<file path="config.mk">
export PLATFORM = sky130hd
export DESIGN_NAME = adc_sample_logger
export DESIGN_NICKNAME = d
export VERILOG_FILES = /design/src/rtl/adc_sample_logger.sv
export SDC_FILE = /design/constraint.sdc
export NUM_CORES = 1
export LEC_CHECK = 0
export ABC_AREA = 1
export ABC_CLOCK_PERIOD_IN_PS = 2100
export CAP_MARGIN = 20
export CELL_PAD_IN_SITES_DETAIL_PLACEMENT = 1
export CELL_PAD_IN_SITES_GLOBAL_PLACEMENT = 1
export CORE_MARGIN = 2
export CORE_UTILIZATION = 42
export CTS_CLUSTER_SIZE = 40
export DETAILED_ROUTE_END_ITERATION = 8
export PLACE_DENSITY = 0.86
export SYNTH_ARGS = -nofsm -noshare
export SYNTH_HDL_FRONTEND = slang
export SYNTH_SLANG_ARGS = --single-unit
</file>
<file path="constraint.sdc">
create_clock -name clk -period 2.1 [get_ports clk]
set_input_delay 0.315 -clock clk [delete_from_list [all_inputs] [get_ports clk]]
set_output_delay 0.315 -clock clk [all_outputs]
set_load 0.02 [all_outputs]
</file>
<file path="src/rtl/adc_sample_logger.sv">
// adc_sample_logger
//   Sits behind the 12-bit slow ADC reader.
//   - Watches the reader's step counter (cnt20) for the finished-conversion value.
//   - Captures the sample into a circular FIFO.
//   - Re-arms the reader by pulsing its active-low reset for REARM_CYC cycles.
//   - Keeps running statistics: max, threshold flag, conversion count.
//
// Ports
//   clk, rst       system clock; asynchronous active-low reset
//   enable         1 runs acquisition, 0 holds the reader in reset
//   clr            synchronous clear of FIFO, overflow, max_sample, sample_cnt
//   cnt20, sample  reader step counter and reader data
//   adc_rst_n      registered active-low reset driven back to the reader
//   rd_en          pop request
//   rd_data        popped sample
//   rd_valid       one-cycle strobe qualifying rd_data
//   count          FIFO occupancy
//   empty, full    FIFO occupancy flags
//   overflow       sticky: a capture was dropped because the FIFO was full
//   over_thresh    last captured sample >= THRESH
//   max_sample     largest sample captured
//   sample_cnt     conversions captured, including dropped ones
module adc_sample_logger #(
    parameter int          DEPTH     = 16,
    parameter int          AW        = 4,
    parameter logic [11:0] THRESH    = 12'd2048,
    parameter int          REARM_CYC = 4,
    parameter logic [6:0]  DONE_STEP = 7'd22
) (
    input  logic          clk,
    input  logic          rst,
    input  logic          enable,
    input  logic          clr,
    input  logic [6:0]    cnt20,
    input  logic [11:0]   sample,
    output logic          adc_rst_n,
    input  logic          rd_en,
    output logic [11:0]   rd_data,
    output logic          rd_valid,
    output logic [AW:0]   count,
    output logic          empty,
    output logic          full,
    output logic          overflow,
    output logic          over_thresh,
    output logic [11:0]   max_sample,
    output logic [15:0]   sample_cnt
);

    localparam logic [1:0] IDLE      = 2'd0;
    localparam logic [1:0] WAIT_DONE = 2'd1;
    localparam logic [1:0] CAPTURE   = 2'd2;
    localparam logic [1:0] REARM     = 2'd3;

    localparam logic [7:0]  REARM_LOAD = 8'(REARM_CYC - 1);
    localparam logic [AW:0] DEPTH_CNT  = (AW+1)'(DEPTH);

    function automatic logic [11:0] max_u12(input logic [11:0] a, input logic [11:0] b);
        return (a > b) ? a : b;
    endfunction

    function automatic logic at_or_above(input logic [11:0] s, input logic [11:0] lvl);
        return (s >= lvl);
    endfunction

    logic [1:0]    state;
    logic [7:0]    rearm_cnt;
    logic [AW-1:0] wptr;
    logic [AW-1:0] rptr;
    logic [11:0]   mem [DEPTH];

    logic cap;
    logic pop;
    logic push;

    // A capture only counts while still enabled and not being cleared.
    assign cap   = (state == CAPTURE) && enable && !clr;
    assign pop   = rd_en && !empty;
    // When full, a same-cycle pop frees the slot being written.
    assign push  = cap && (!full || pop);
    assign empty = (count == '0);
    assign full  = (count == DEPTH_CNT);

    always_ff @(posedge clk or negedge rst) begin
        if (!rst) begin
            state     <= IDLE;
            adc_rst_n <= 1'b0;
            rearm_cnt <= '0;
        end else if (!enable) begin
            state     <= IDLE;
            adc_rst_n <= 1'b0;
        end else begin
            case (state)
                IDLE: begin
                    adc_rst_n <= 1'b1;
                    state     <= WAIT_DONE;
                end
                WAIT_DONE: begin
                    if (cnt20 == DONE_STEP) state <= CAPTURE;
                end
                CAPTURE: begin
                    adc_rst_n <= 1'b0;
                    rearm_cnt <= REARM_LOAD;
                    state     <= REARM;
                end
                default: begin
                    if (rearm_cnt == 8'd0) begin
                        adc_rst_n <= 1'b1;
                        state     <= WAIT_DONE;
                    end else begin
                        rearm_cnt <= rearm_cnt - 8'd1;
                    end
                end
            endcase
        end
    end

    // Sample storage carries no reset; occupancy is tracked by the pointers.
    always_ff @(posedge clk) begin
        if (push) mem[wptr] <= sample;
    end

    always_ff @(posedge clk or negedge rst) begin
        if (!rst) begin
            wptr     <= '0;
            rptr     <= '0;
            count    <= '0;
            overflow <= 1'b0;
        end else if (clr) begin
            wptr     <= '0;
            rptr     <= '0;
            count    <= '0;
            overflow <= 1'b0;
        end else begin
            if (push) wptr <= wptr + AW'(1);
            if (pop)  rptr <= rptr + AW'(1);
            case ({push, pop})
                2'b10:   count <= count + (AW+1)'(1);
                2'b01:   count <= count - (AW+1)'(1);
                default: count <= count;
            endcase
            if (cap && full && !pop) overflow <= 1'b1;
        end
    end

    // Pops still complete during clr.
    always_ff @(posedge clk or negedge rst) begin
        if (!rst) begin
            rd_data  <= '0;
            rd_valid <= 1'b0;
        end else begin
            rd_valid <= pop;
            if (pop) rd_data <= mem[rptr];
        end
    end

    // Dropped captures still feed the statistics.
    always_ff @(posedge clk or negedge rst) begin
        if (!rst) begin
            max_sample  <= '0;
            sample_cnt  <= '0;
            over_thresh <= 1'b0;
        end else if (clr) begin
            max_sample  <= '0;
            sample_cnt  <= '0;
        end else if (cap) begin
            max_sample  <= max_u12(sample, max_sample);
            sample_cnt  <= sample_cnt + 16'd1;
            over_thresh <= at_or_above(sample, THRESH);
        end
    end

endmodule

</file>
* Word level (Yosys, flattened, before mapping)
Memories as Yosys holds them, arrays and structs flattened. A register that Yosys moved wholly into a read port is not among the register bits.
Cells that the tools add are included.
** Cells by class
- $add $sub $neg :: 6
- Order comparisons :: 2
- Equality and inequality tests :: 11
- Multiplexer cells :: 24
- Bitwise operators :: 2
- Reduce and logical (&&, ||, !) cells :: 27
** Operators with widths (number)
- $mux W12 :: 3
- $mux W16 :: 2
- $add A16 B1 Y16 const B :: 1
- $mux W4 :: 4
- $pmux W8 S2 :: 1
- $ge A12 B12 Y1 const B :: 1
- $gt A12 B12 Y1 :: 1
- $pmux W5 S2 :: 1
- $reduce_bool A2 Y1 :: 5
- $add A4 B1 Y4 const B :: 2
- $logic_not A8 Y1 :: 1
- $mux W8 :: 1
- $reduce_and A2 Y1 :: 4
- $sub A8 B1 Y8 const B :: 1
- $eq A7 B5 Y1 const B :: 1
- $logic_and A1 B1 Y1 :: 6
- $mux W1 :: 6
- $mux W2 :: 3
- $pmux W2 S3 :: 1
- $add A5 B1 Y5 const B :: 1
- $eq A5 B5 Y1 const B :: 1
- $logic_not A1 Y1 :: 5
- $logic_not A5 Y1 :: 1
- $mux W5 :: 1
- other kinds (14) :: 18
** Storage, ports and cells
- Register bits after elaboration :: 55
- Memory bits (writable) :: 192
- Input port bits :: 24
- Output and inout port bits :: 51
- Word-level logic and storage cells :: 84
- Memories :: 1
** Memories
- mem :: depth 16, bits a word 12, rd ports 1, clocked after memory_dff 1, wr ports 1, line 69 : logic [11:0] mem [DEPTH];

* Depth between registers and ports, before layout
- Depth in word-level cells :: 8
- Mapped depth :: 15
- Gate-level depth less buffers :: 15

* Worst setup path after synthesis
OpenSTA, ideal clock, no wires.
- Path type :: register to register
- From :: register state[0]
- To :: memory mem[12][0] (enable)
- Library setup time :: 0.380 ns
- Arrival time :: 1.870 ns
- Data required time :: 1.720 ns
- Path slack :: -0.150 ns
- Stages on the path, launching flop included :: 9
- Buffers on the path :: 0
- Clock period less this slack :: 2.250 ns
- Cell sequence :: dfrtp_1 -> inv_1 -> ha_1 -> nand2_4 -> nor2_8 -> o21ai_2 -> inv_2 -> nand2_1 -> nor2_1
** Between the ends
- Longest elaborated chain between the ends :: 6
** RTL lines
- from (decl) :: line 65 : logic [1:0] state;
- from (signal assigned) :: line 85 : state <= IDLE;
- from (signal assigned) :: line 89 : state <= IDLE;
- from (signal assigned) :: line 95 : state <= WAIT_DONE;
- $eq A2 B2 Y1 :: line 76 : assign cap = (state == CAPTURE) && enable && !clr;
- $logic_and A1 B1 Y1 (2 in series) :: line 76
- $logic_and A1 B1 Y1 :: line 79 : assign push = cap && (!full || pop);
- $mux W1 :: line 119 : if (push) mem[wptr] <= sample;
- $mux W1 (not written as such) :: line 119
- to (decl) :: line 69
Every way passes these cells.

* Worst setup path after layout
- From :: register state[0]
- To :: register count[4]
** Between the ends
- Longest elaborated chain between the ends :: 7
- Elaborated cells between the ends (all ways) :: 9
- Those cells by class :: eq/ne (3); mux (2); reduce/logical (4)
** RTL lines
- $eq A2 B2 Y1 * :: line 76
- $logic_and A1 B1 Y1 * (2 in series) :: line 76
- $logic_and A1 B1 Y1 * :: line 79
- $eq A2 B1 Y1 / $eq A2 B2 Y1 (equally long branches) :: line 136 : case ({push, pop})
- $pmux W5 S2 :: line 136
- $mux W5 :: line 128 : end else if (clr) begin
- to (signal assigned) :: line 137 : 2'b10: count <= count + (AW+1)'(1);
- to (signal assigned) :: line 138 : 2'b01: count <= count - (AW+1)'(1);
- to (signal assigned) :: line 139 : default: count <= count;
- to (decl) :: line 40 : output logic [AW:0] count,
Every way passes the cells marked *; elsewhere a longest branch is shown, timed or not.
A chain may end at the register's enable or synchronous reset.

==> impl_metrics.json <==
{
  "globalRouteTotalUtil_pct": 26.28,
  "cts_tree": "done",
  "numCtsBuffers": 28,
  "power_density_mw_per_mm2": 958.6,
  "initial_core_util_pct": 42.59,
  "r2r_cells": 15,
  "crit_chain": "inv_2 > ha_4 > nand2_4 > nor2_8 > inv_4 > nand2_4 > fa_2 > nand3b_1 > nand2_2 > nand2_4 > nand2_2 > nand2_2 > nand2_2 > nand2_2 > nand2_2",
  "vdd_ir_drop_max_mv": 0.6326,
  "numPortBuffers": 74,
  "setup_viol": 110,
  "synth_cells": 1189,
  "crit_top_cell": "nand2_2",
  "crit_path_end_kind": "register",
  "startpoint": "state[0]$_DFFE_PN0P_",
  "globalRouteOverflowTotal": 0,
  "cellLeakagePower_nw": 6.119,
  "clock_latency_ns": 0.57,
  "skew_ns": 0.04743,
  "mappedNetlistArea_mm2": 0.01183,
  "tightest_slew_ns": 0.5455,
  "rsz0062_at_grt": "yes",
  "first_pass_iters": 5,
  "dieWidth_um": 171.8,
  "clock-sinks": 259,
  "power_mw": 14.16,
  "crit_slowest_cell": "dfrtp_1",
  "fp.dieArea_mm2": 0.02953,
  "dp.cells": 1663,
  "register_area_mm2": 0.007453,
  "drtIter0Drc": 922,
  "max_freq_mhz": 431.2,
  "hold_viol_final": 0,
  "synth_top_cell_area_share_pct": 48.73,
  "nets": 1379,
  "core_mm2": 0.02778,
  "critPathMaxFanout": 3,
  "grt_max_degree": 50,
  "hpwlAfterDp_mm": 24.73,
  "instances_no_fill": 1727,
  "antenna-diode-count": 0,
  "r2r_start": "state[0]$_DFFE_PN0P_",
  "min_period_ns": 2.319,
  "worstReg2RegEnd": "count[4]$_DFFE_PN0P_",
  "placed_cell_area_mm2": 0.01352,
  "die_h_um": 171.8,
  "synth.avg_cell_area_um2": 9.952,
  "routedWlPerCell_um": 23.24,
  "synth_nets": 1241,
  "synth_seq_cells": 259,
  "via_per_inst": 5.545,
  "final-max-slew-violation-count": 0,
  "n_fill_cell": 3062,
  "synth_flop_cell": "edfxtp_1",
  "htreeDepth": 1,
  "layout-drive-gt1-share_pct": 14.08,
  "clk_pin_slew_ns": 0.07,
  "slew_headroom_pct": 63.63,
  "synth_area_leaders": "edfxtp_1 (49%), dfrtp_1 (14%), nand2_1 (11%), nand3_1 (4.8%), inv_1 (3.7%)",
  "cts-root-buf": "clkbuf_16",
  "period_share_pct": 110.4,
  "final_common_cell": "nand2_1",
  "wirelength_mm": 40.14,
  "gp_congestion": 0.8370,
  "failed_checks": "setup timing",
  "area_delta_synth_final_pct": 24.84,
  "crit_end": "count[4]$_DFFE_PN0P_",
  "crit_type": "reg2reg",
  "postLayoutCellArea_mm2": 0.01477,
  "layout_common_cells": "nand2_1 (350), edfxtp_1 (192), inv_1 (115), nand3_1 (112), nor2_1 (90)",
  "crit_buf_inv": 2,
  "fin_ws_ns": -0.2191,
  "status": "finished, violations left",
  "row_count": 61,
  "hold_class": "in2async",
  "drtAntennaViolNets": 0,
  "grt_pass1_vias": 10125,
  "max_cap_viol_count": 0,
  "drc": 0,
  "grt_antenna_before_repair": 0,
  "cts_buffer_depth": 3,
  "cp_slowest_stage_delay_ns": 0.42,
  "synth_edf_count": 192,
  "synthArstFlopShare_pct": 25.87,
  "arrival_ns": 2.83,
  "critPathLaunchType": "register",
  "crit_required_ns": 2.62,
  "ios": 75,
  "path_depth": 15,
  "multi_input_area_mm2": 0.003850,
  "cp_top_family": "simple AND/OR/NAND/NOR gates",
  "yosysTopAreaCell": "edfxtp_1",
  "vias": 9577,
  "r2r_slack_ns": -0.22,
  "yosys_warnings": 0,
  "yosysSeqAreaShare_pct": 62.90,
  "synth.distinct_cells": 43,
  "grt_pass1_wl_mm": 58.61
}
[through the flow]
step           worst slack (ns)  util [%]  TNS, ns  hold WS (ns)
3_3_place_gp            -0.1108     48.66  -0.6531        0.1361
3_5_place_dp            -0.2745     48.66   -5.005        0.1359
5_1_grt                 -0.2323     53.17   -11.47       0.09274
6_report                -0.2191     53.17   -3.367       0.08233
2_1_floorplan          -0.08491         -   -15.28       0.01941
4_1_cts                 -0.1831     52.30  -0.1831       0.07739
[cells in the mapped netlist, drive strengths merged, types with 2 or more instances]
cell,n
nor2,106
nor3,7
nand2,366
o21a,2
dfrtp,67
a21oi,17
inv,122
o211ai,24
nand3b,2
ha,27
edfxtp,192
nand3,119
nand4,27
buf,36
xor2,6
o21ai,45
clkinv,2
clkbuf,13
[sequential cells by signal, summed over array words and instances, names as in the netlist, 2 cells and up]
signal,count
state,2
rd_data,12
count,5
rearm_cnt,8
rptr,4
mem,192
max_sample,12
wptr,4
sample_cnt,16
[logic make-up after synthesis]
logic type / count (synthesis) / share of synthesized area [%]
buffers and inverters: 173 / 6.059
adder cells (fa/ha/maj): 28 / 3.024
flip-flops: 259 / 62.90
AO/OA/AOI/OAI: 93 / 4.737
AND/OR/NAND/NOR: 629 / 22.77
XOR/XNOR: 7 / 0.5181
[where the power goes]
part	switching [mW]	internal (mW)	leakage, nW
logic	1.86	1.08	3.04
clock network	2.13	3.06	0.465
registers	0.261	5.77	2.62
total	4.25	9.91	6.12
[worst min path at each step]
stage                     from                        end
final                      rst  sample_cnt[8]$_DFFE_PN0P_
after global routing       rst  sample_cnt[8]$_DFFE_PN0P_
after CTS                  rst  sample_cnt[8]$_DFFE_PN0P_
after detailed placement   rst  sample_cnt[8]$_DFFE_PN0P_
after global placement     rst  sample_cnt[9]$_DFFE_PN0P_
after floorplan            rst      adc_rst_n$_DFFE_PN0P_
[cell type report]
| type | instances | share of cell area (%) |
|---|---|---|
| clock buffers | 31 | 4.820 |
| repair buffers | 157 | 10.67 |
| flip-flops and latches | 259 | 50.46 |
| clock inverters | 21 | 1.618 |
| well taps | 378 | 3.202 |
| multi-input cells | 757 | 26.06 |
| inverters | 124 | 3.168 |
[per-layer routing]
layer | global-route usage [%] | vias up | share of wire (%)
met5 | 0 | - | 0
met4 | 10.89 | 0 | 3.9
met3 | 3.060 | 94 | 5.3
met2 | 47.70 | 406 | 52
met1 | 31.65 | 4838 | 39
li1 | - | 4239 | -
[worst register-to-register path, stage by stage (launching register included)]
cell and delay, ns:
dfrtp_1 0.42, inv_2 0.10, ha_4 0.19, nand2_4 0.09
nor2_8 0.06, inv_4 0.07, nand2_4 0.05, fa_2 0.40
nand3b_1 0.29, nand2_2 0.18, nand2_4 0.08, nand2_2 0.08
nand2_2 0.06, nand2_2 0.08, nand2_2 0.07, nand2_2 0.08
[what timing repair did]
action / 4_1_cts / 5_1_grt
hold buffers: 1 / 0
endpoints found under the hold margin: 67 / 0
gates resized for setup: 15 / 52
cloned: 0 / 3
pin swaps: 3 / 12
buffers inserted: 1 / 7
setup endpoints to repair: 16 / 77
Power figures use the tool's default switching activity.
